## src/rtl/hamming_scrubber_ext.sv

```systemverilog
// hamming_scrubber_ext: walks a SECDED(8,4)-protected memory from address 0 to 2^ADDR_W-1,
// corrects single-bit errors by writing back a re-encoded codeword, and counts and logs
// uncorrectable words.
//
// Ports:
//   clk, rst          - clock; synchronous active-high reset
//   start, abort      - begin a pass (IDLE only); terminate the pass in progress
//   mem_gnt           - memory port granted to the scrubber this cycle
//   mem_rd_data       - codeword returned one cycle after mem_rd_en
//   mem_addr          - current word address (registered)
//   mem_rd_en         - read strobe (RD state, follows mem_gnt)
//   mem_wr_en         - write strobe (WR state, follows mem_gnt)
//   mem_wr_data       - re-encoded codeword for write-back
//   busy, done        - pass active; one-cycle pass-complete pulse
//   ce_count          - corrected-word count (saturating)
//   ue_count          - uncorrectable-word count (saturating)
//   ue_flag, ue_addr  - sticky uncorrectable flag and address of the first such word
`timescale 1ns/1ps
module hamming_scrubber_ext #(
   parameter int unsigned ADDR_W = 4
) (
   input  logic              clk,
   input  logic              rst,
   input  logic              start,
   input  logic              abort,
   input  logic              mem_gnt,
   input  logic [7:0]        mem_rd_data,
   output logic [ADDR_W-1:0] mem_addr,
   output logic              mem_rd_en,
   output logic              mem_wr_en,
   output logic [7:0]        mem_wr_data,
   output logic              busy,
   output logic              done,
   output logic [7:0]        ce_count,
   output logic [7:0]        ue_count,
   output logic              ue_flag,
   output logic [ADDR_W-1:0] ue_addr
);

   typedef enum logic [2:0] {StIdle, StRd, StEval, StWr, StAdv, StDone} state_e;

   state_e            r_state, w_state_nxt;
   logic [ADDR_W-1:0] r_addr, r_ue_addr;
   logic [7:0]        r_ce, r_ue, r_code;
   logic              r_ue_flag;

   logic [2:0]        w_syn;
   logic              w_glob;
   logic              w_ue;
   logic [7:0]        w_fixed;
   logic [7:0]        w_enc;
   logic              w_rewrite;
   logic              w_last;
   logic              w_abort_hit;

   // Codeword map: [0]=P1 [1]=P2 [2]=D1 [3]=P3 [4]=D2 [5]=D3 [6]=D4 [7]=P4.
   // d[0]=D1 .. d[3]=D4.
   function automatic logic [7:0] f_encode(input logic [3:0] d);
      logic [7:0] c;
      c    = '0;
      c[2] = d[0];
      c[4] = d[1];
      c[5] = d[2];
      c[6] = d[3];
      c[0] = d[0] ^ d[1] ^ d[3];
      c[1] = d[0] ^ d[2] ^ d[3];
      c[3] = d[1] ^ d[2] ^ d[3];
      c[7] = ^c[6:0];
      return c;
   endfunction

   // Decoder. Each syndrome bit re-checks one parity group; the syndrome value is the
   // 1-based position of a single flipped bit within [6:0].
   always_comb begin
      w_syn[0] = ^(mem_rd_data & 8'h55);
      w_syn[1] = ^(mem_rd_data & 8'h66);
      w_syn[2] = ^(mem_rd_data & 8'h78);
      w_glob   = ^mem_rd_data;
      w_ue     = (w_syn != 3'd0) && !w_glob;
      w_fixed  = mem_rd_data;
      if ((w_syn != 3'd0) && w_glob) begin
         w_fixed[w_syn - 3'd1] = ~mem_rd_data[w_syn - 3'd1];
      end
      w_enc     = f_encode({w_fixed[6], w_fixed[5], w_fixed[4], w_fixed[2]});
      // Also catches a lone P4 fault (syndrome 0, odd overall parity).
      w_rewrite = (w_enc != mem_rd_data);
   end

   assign w_last      = (r_addr == {ADDR_W{1'b1}});
   assign w_abort_hit = abort && (r_state != StIdle) && (r_state != StDone);

   // State register
   always_ff @(posedge clk) begin
      if (rst) begin
         r_state <= StIdle;
      end else begin
         r_state <= w_state_nxt;
      end
   end

   // Next-state logic
   always_comb begin
      w_state_nxt = r_state;
      unique case (r_state)
         StIdle:  if (start) w_state_nxt = StRd;
         StRd:    if (mem_gnt) w_state_nxt = StEval;
         StEval: begin
            if (w_ue) begin
               w_state_nxt = StAdv;
            end else if (w_rewrite) begin
               w_state_nxt = StWr;
            end else begin
               w_state_nxt = StAdv;
            end
         end
         StWr:    if (mem_gnt) w_state_nxt = StAdv;
         StAdv:   w_state_nxt = w_last ? StDone : StRd;
         StDone:  w_state_nxt = StIdle;
         default: w_state_nxt = StIdle;
      endcase
      if (w_abort_hit) begin
         w_state_nxt = StIdle;
      end
   end

   // Outputs decoded from state; strobes are suppressed while reset is applied.
   always_comb begin
      busy      = 1'b0;
      done      = 1'b0;
      mem_rd_en = 1'b0;
      mem_wr_en = 1'b0;
      unique case (r_state)
         StRd: begin
            busy      = 1'b1;
            mem_rd_en = mem_gnt && !rst;
         end
         StEval: busy = 1'b1;
         StWr: begin
            busy      = 1'b1;
            mem_wr_en = mem_gnt && !rst;
         end
         StAdv:   busy = 1'b1;
         StDone:  done = 1'b1;
         default: ;
      endcase
   end

   // Datapath: address, counters, error log and write-back codeword.
   always_ff @(posedge clk) begin
      if (rst) begin
         r_addr    <= '0;
         r_ce      <= '0;
         r_ue      <= '0;
         r_ue_flag <= 1'b0;
         r_ue_addr <= '0;
         r_code    <= '0;
      end else if (!w_abort_hit) begin
         unique case (r_state)
            StIdle: begin
               if (start) begin
                  r_addr    <= '0;
                  r_ce      <= '0;
                  r_ue      <= '0;
                  r_ue_flag <= 1'b0;
                  r_ue_addr <= '0;
               end
            end
            StEval: begin
               if (w_ue) begin
                  r_ue <= (r_ue == 8'hFF) ? r_ue : r_ue + 8'd1;
                  if (!r_ue_flag) begin
                     r_ue_flag <= 1'b1;
                     r_ue_addr <= r_addr;
                  end
               end else begin
                  r_code <= w_enc;
               end
            end
            StWr: begin
               if (mem_gnt) begin
                  r_ce <= (r_ce == 8'hFF) ? r_ce : r_ce + 8'd1;
               end
            end
            StAdv: begin
               if (!w_last) begin
                  r_addr <= r_addr + {{(ADDR_W-1){1'b0}}, 1'b1};
               end
            end
            default: ;
         endcase
      end
   end

   assign mem_addr    = r_addr;
   assign mem_wr_data = r_code;
   assign ce_count    = r_ce;
   assign ue_count    = r_ue;
   assign ue_flag     = r_ue_flag;
   assign ue_addr     = r_ue_addr;

endmodule

```

## config.mk

```make
export PLATFORM = sky130hd
export DESIGN_NAME = hamming_scrubber_ext
export DESIGN_NICKNAME = d
export VERILOG_FILES = /design/src/rtl/hamming_scrubber_ext.sv
export SDC_FILE = /design/constraint.sdc
export NUM_CORES = 1
export LEC_CHECK = 0
export CORE_MARGIN = 4
export CORE_UTILIZATION = 44
export CTS_CLUSTER_DIAMETER = 40
export DETAILED_ROUTE_END_ITERATION = 8
export PLACE_DENSITY_LB_ADDON = 0.08
export RECOVER_POWER = 100
export SKIP_LAST_GASP = 1
export SLEW_MARGIN = 20
export SYNTH_ARGS = -nofsm -noshare
export SYNTH_HDL_FRONTEND = slang
export SYNTH_SLANG_ARGS = --single-unit
```

## constraint.sdc

```tcl
create_clock -name clk -period 4.7 [get_ports clk]
set_input_delay 0.705 -clock clk [delete_from_list [all_inputs] [get_ports clk]]
set_output_delay 0.705 -clock clk [all_outputs]
set_load 0.05 [all_outputs]
```

==> summary.txt <==
Run status
  – Run status: complete, no violations

GRT
  – Initial antenna violation count: 0
  – First-pass GRT wire length: around 11 mm
  – Vias in the first global route: around 2,400
  – Pin count of the biggest net entering global routing: 22
  – Total GRT Usage: 0.1766
  – Global route overflow: 0

Yosys
  – Synthesized area: 2597 sq um
  – Most numerous cell in the Yosys netlist: nor2_1
  – Unique cell type count in the Yosys netlist: between 50 and 60
  – Synth Instances: between 300 and 400
  – Synthesized Nets: 353
  – Largest cells by area after synthesis: dfxtp_1 (28%), nor2_1 (7.4%), xor2_1 (5.7%), xnor2_1 (4.7%), nand2_1 (4.2%)
  – Area leader, netlist: dfxtp_1
  – Yosys Warn Count: 0
  – Seq/Total Area, Yosys: 0.2775
  – Post-synth EDFFs: 0
  – Top cell type's share of synthesized area: 0.2775
  – Yosys reg bits: 36
  – Post-synth top cells: nor2_1 (51), dfxtp_1 (36), nand2_1 (29)
  – Post-synth ARST share: 0
  – Synth Area per Inst: between 7 and 8 sq um
  – Dominant synthesized flop cell: dfxtp_1

Floorplanning
  – Initial core utilization: 0.4632
  – Die Ht: ~85 um
  – Core area: around 5600 sq um
  – Die area: roughly 7000 sq um
  – Die width: between 80 and 90 um
  – # IOs: 50
  – Num rows: 27

Worst setup path
  – Crit. End Element: flip-flop
  – Critical path type: in2reg
  – Setup crit start kind: input pin
  – Worst EP arrival: ~4.6 ns
  – Critical path peak fanout: 7
  – CP required: between 4 and 5 ns
  – R2R setup slack: 2.34 ns

Finish
  – P&R area growth vs syn: 25.72%
  – Design Area, Final: approximately 3300 sq um
  – Layout Nets: about 400
  – Final core utilization: 0.5823
  – Sequential Area: a little over 700 sq um
  – FILL cells: about 550
  – Multi-input gate area: around 1800 sq um
  – Antenna diodes: 0
  – Share of layout cells above drive strength 1: 0.07792

Drt
  – Via count of the routed design: 2,570
  – DRC: 0
  – Vias per Instance: around 5.6
  – Routed len/inst: between 10 and 15 um
  – 1st-iter DRT viols: about 100
  – Routed Wire Length: 6.359 mm
  – 1st-pass router iterations: 4
  – DRT antenna net count: 0

Timing
  – Ratio of final minimum period to clock period: 0.9213
  – Worst Clk Skew: roughly 0.0063 ns
  – Pins over their slew limit: 0
  – Hold WS: 0.4912 ns
  – Crit path time final: ~4.3 ns
  – Worst slew margin: 0.4991
  – Final Setup Violations: 0
  – TNS Setup: 0 ns
  – Fmax: 230.9 MHz
  – RSZ-0062 raised after global routing: no
  – Worst-Margin Slew: approximately 0.75 ns
  – Final Hold Viols: 0

Worst hold path
  – Worst Hold Class: reg2reg

Clock network
  – Setup Buffers After CTS: 0
  – H-tree levels: 2
  – Clock-pin slew on the worst setup and hold paths: about 0.07 ns
  – CTS tree: built
  – Worst skew pair latency: slightly below 0.3 ns
  – Clock buffer count from CTS: 5
  – CTS resizes: 0
  – Maximum clock insertion buffer count: 2
  – Clk root buf: clkbuf_8
  – TritonCTS Sinks: 36
  – Hold_buf cts: 0

Pwr
  – Pwr per Cell Area: ~280 nW/um^2
  – Total power draw: just over 0.0009 W
  – LEAKAGE: 1.306 nW
  – Max IR drop VDD: roughly 0.00014 V

Placement
  – Final GP Congestion: between 0.9 and 1
  – Placement-stage cell area: ~3200 sq um
  – Detailed Place HPWL: between 4 and 5 mm
  – PortBufs: a little under 50

Job
  – Max_cap viols: 0
-- cell type report --
type                    instances  area share
clock buffers                   6     0.02222
flip-flops and latches         36      0.2207
multi-input cells             275      0.5387
repair buffers                 58      0.1709
inverters                       8    0.009195
well taps                      72     0.02759
clock inverters                 2     0.01073
-- worst paths after layout --
check	depth (start not counted)	from	endpoint
max reg2reg	7	r_state[0]$_SDFFE_PP0P_	ce_count[5]$_SDFFE_PP0P_
min reg2reg	2	mem_wr_data[7]$_SDFFE_PP0P_	mem_wr_data[7]$_SDFFE_PP0P_
min	2	mem_wr_data[7]$_SDFFE_PP0P_	mem_wr_data[7]$_SDFFE_PP0P_
max	14	mem_rd_data[4]	r_state[2]$_SDFFE_PP0P_
-- cells in the final DEF, fill, tap and decap left out, drive strengths merged, types with 3 or more instances in the layout --
| cell | synthesis | routed |
|---|---|---|
| a22oi | 5 | 5 |
| dlygate4sd3 | 0 | 40 |
| nor2b | 3 | 3 |
| xnor2 | 16 | 16 |
| nand4 | 9 | 9 |
| or2 | 3 | 3 |
| nor3 | 15 | 15 |
| clkbuf | 9 | 6 |
| or3 | 6 | 6 |
| a211oi | 9 | 9 |
| mux2i | 5 | 5 |
| dfxtp | 36 | 36 |
| buf | 8 | 9 |
| clkdlybuf4s50 | 0 | 9 |
| nand2b | 8 | 8 |
| and2 | 3 | 3 |
| a31oi | 5 | 5 |
| and3 | 4 | 4 |
| nand2 | 30 | 30 |
| nor2 | 51 | 51 |
| ha | 4 | 4 |
| xor2 | 18 | 18 |
| o2111ai | 4 | 4 |
| a21oi | 16 | 16 |
| o21ai | 16 | 16 |
| inv | 8 | 8 |
| o211ai | 4 | 4 |
| nand3 | 15 | 15 |
-- metrics by stage --
step           instances  setup slack [ns]
2_1_floorplan        336            0.7206
3_3_place_gp         449            0.2240
3_5_place_dp         449            0.1412
4_1_cts              457            0.4121
5_1_grt              457           0.04639
6_report             457            0.3697
-- kinds of logic after synthesis --
kind of cell / share of synthesized area
DFF: 0.2775
muxes: 0.02360
AOI/OAI and AO/OA: 0.2081
xor gates and xnor gates: 0.1498
buffers and inverters: 0.04527
and+or+nand+nor: 0.2765
adders and majority gates: 0.01927
-- power by group --
group / total, W / internal (W) / switching [W]
clock: 0.000270 / 0.000157 / 0.000112
sequential: 0.000320 / 0.000311 / 0.00000881
combinational: 0.000337 / 0.000126 / 0.000211
total: 0.000927 / 0.000595 / 0.000332
-- flip-flops by register name (all words and copies together), names as in the netlist --
name and count:
mem_addr 4, ue_flag 1, r_state 3, ue_addr 4, ce_count 8, ue_count 8
mem_wr_data 8
-- critical path, cell delays in order --
cell,delay (ns)
clkdlybuf4s50_1,0.59
xnor2_1,0.50
nand2_1,0.13
nand2_1,0.08
ha_1,0.24
or2_2,0.34
a21oi_1,0.17
and2_1,0.24
a211oi_1,0.08
a211o_1,0.28
or3_1,0.33
a211o_1,0.31
a221oi_2,0.30
o221a_1,0.25
-- metal layers --
layer | global-route usage | part of all wire | wire length, um
met5 | 0 | 0 | 0
met4 | 0.06331 | 0.020 | 126
met3 | 0.02816 | 0.037 | 237
met2 | 0.3139 | 0.49 | 3120
met1 | 0.2146 | 0.45 | 2874
(Power assumes the default switching activity.)
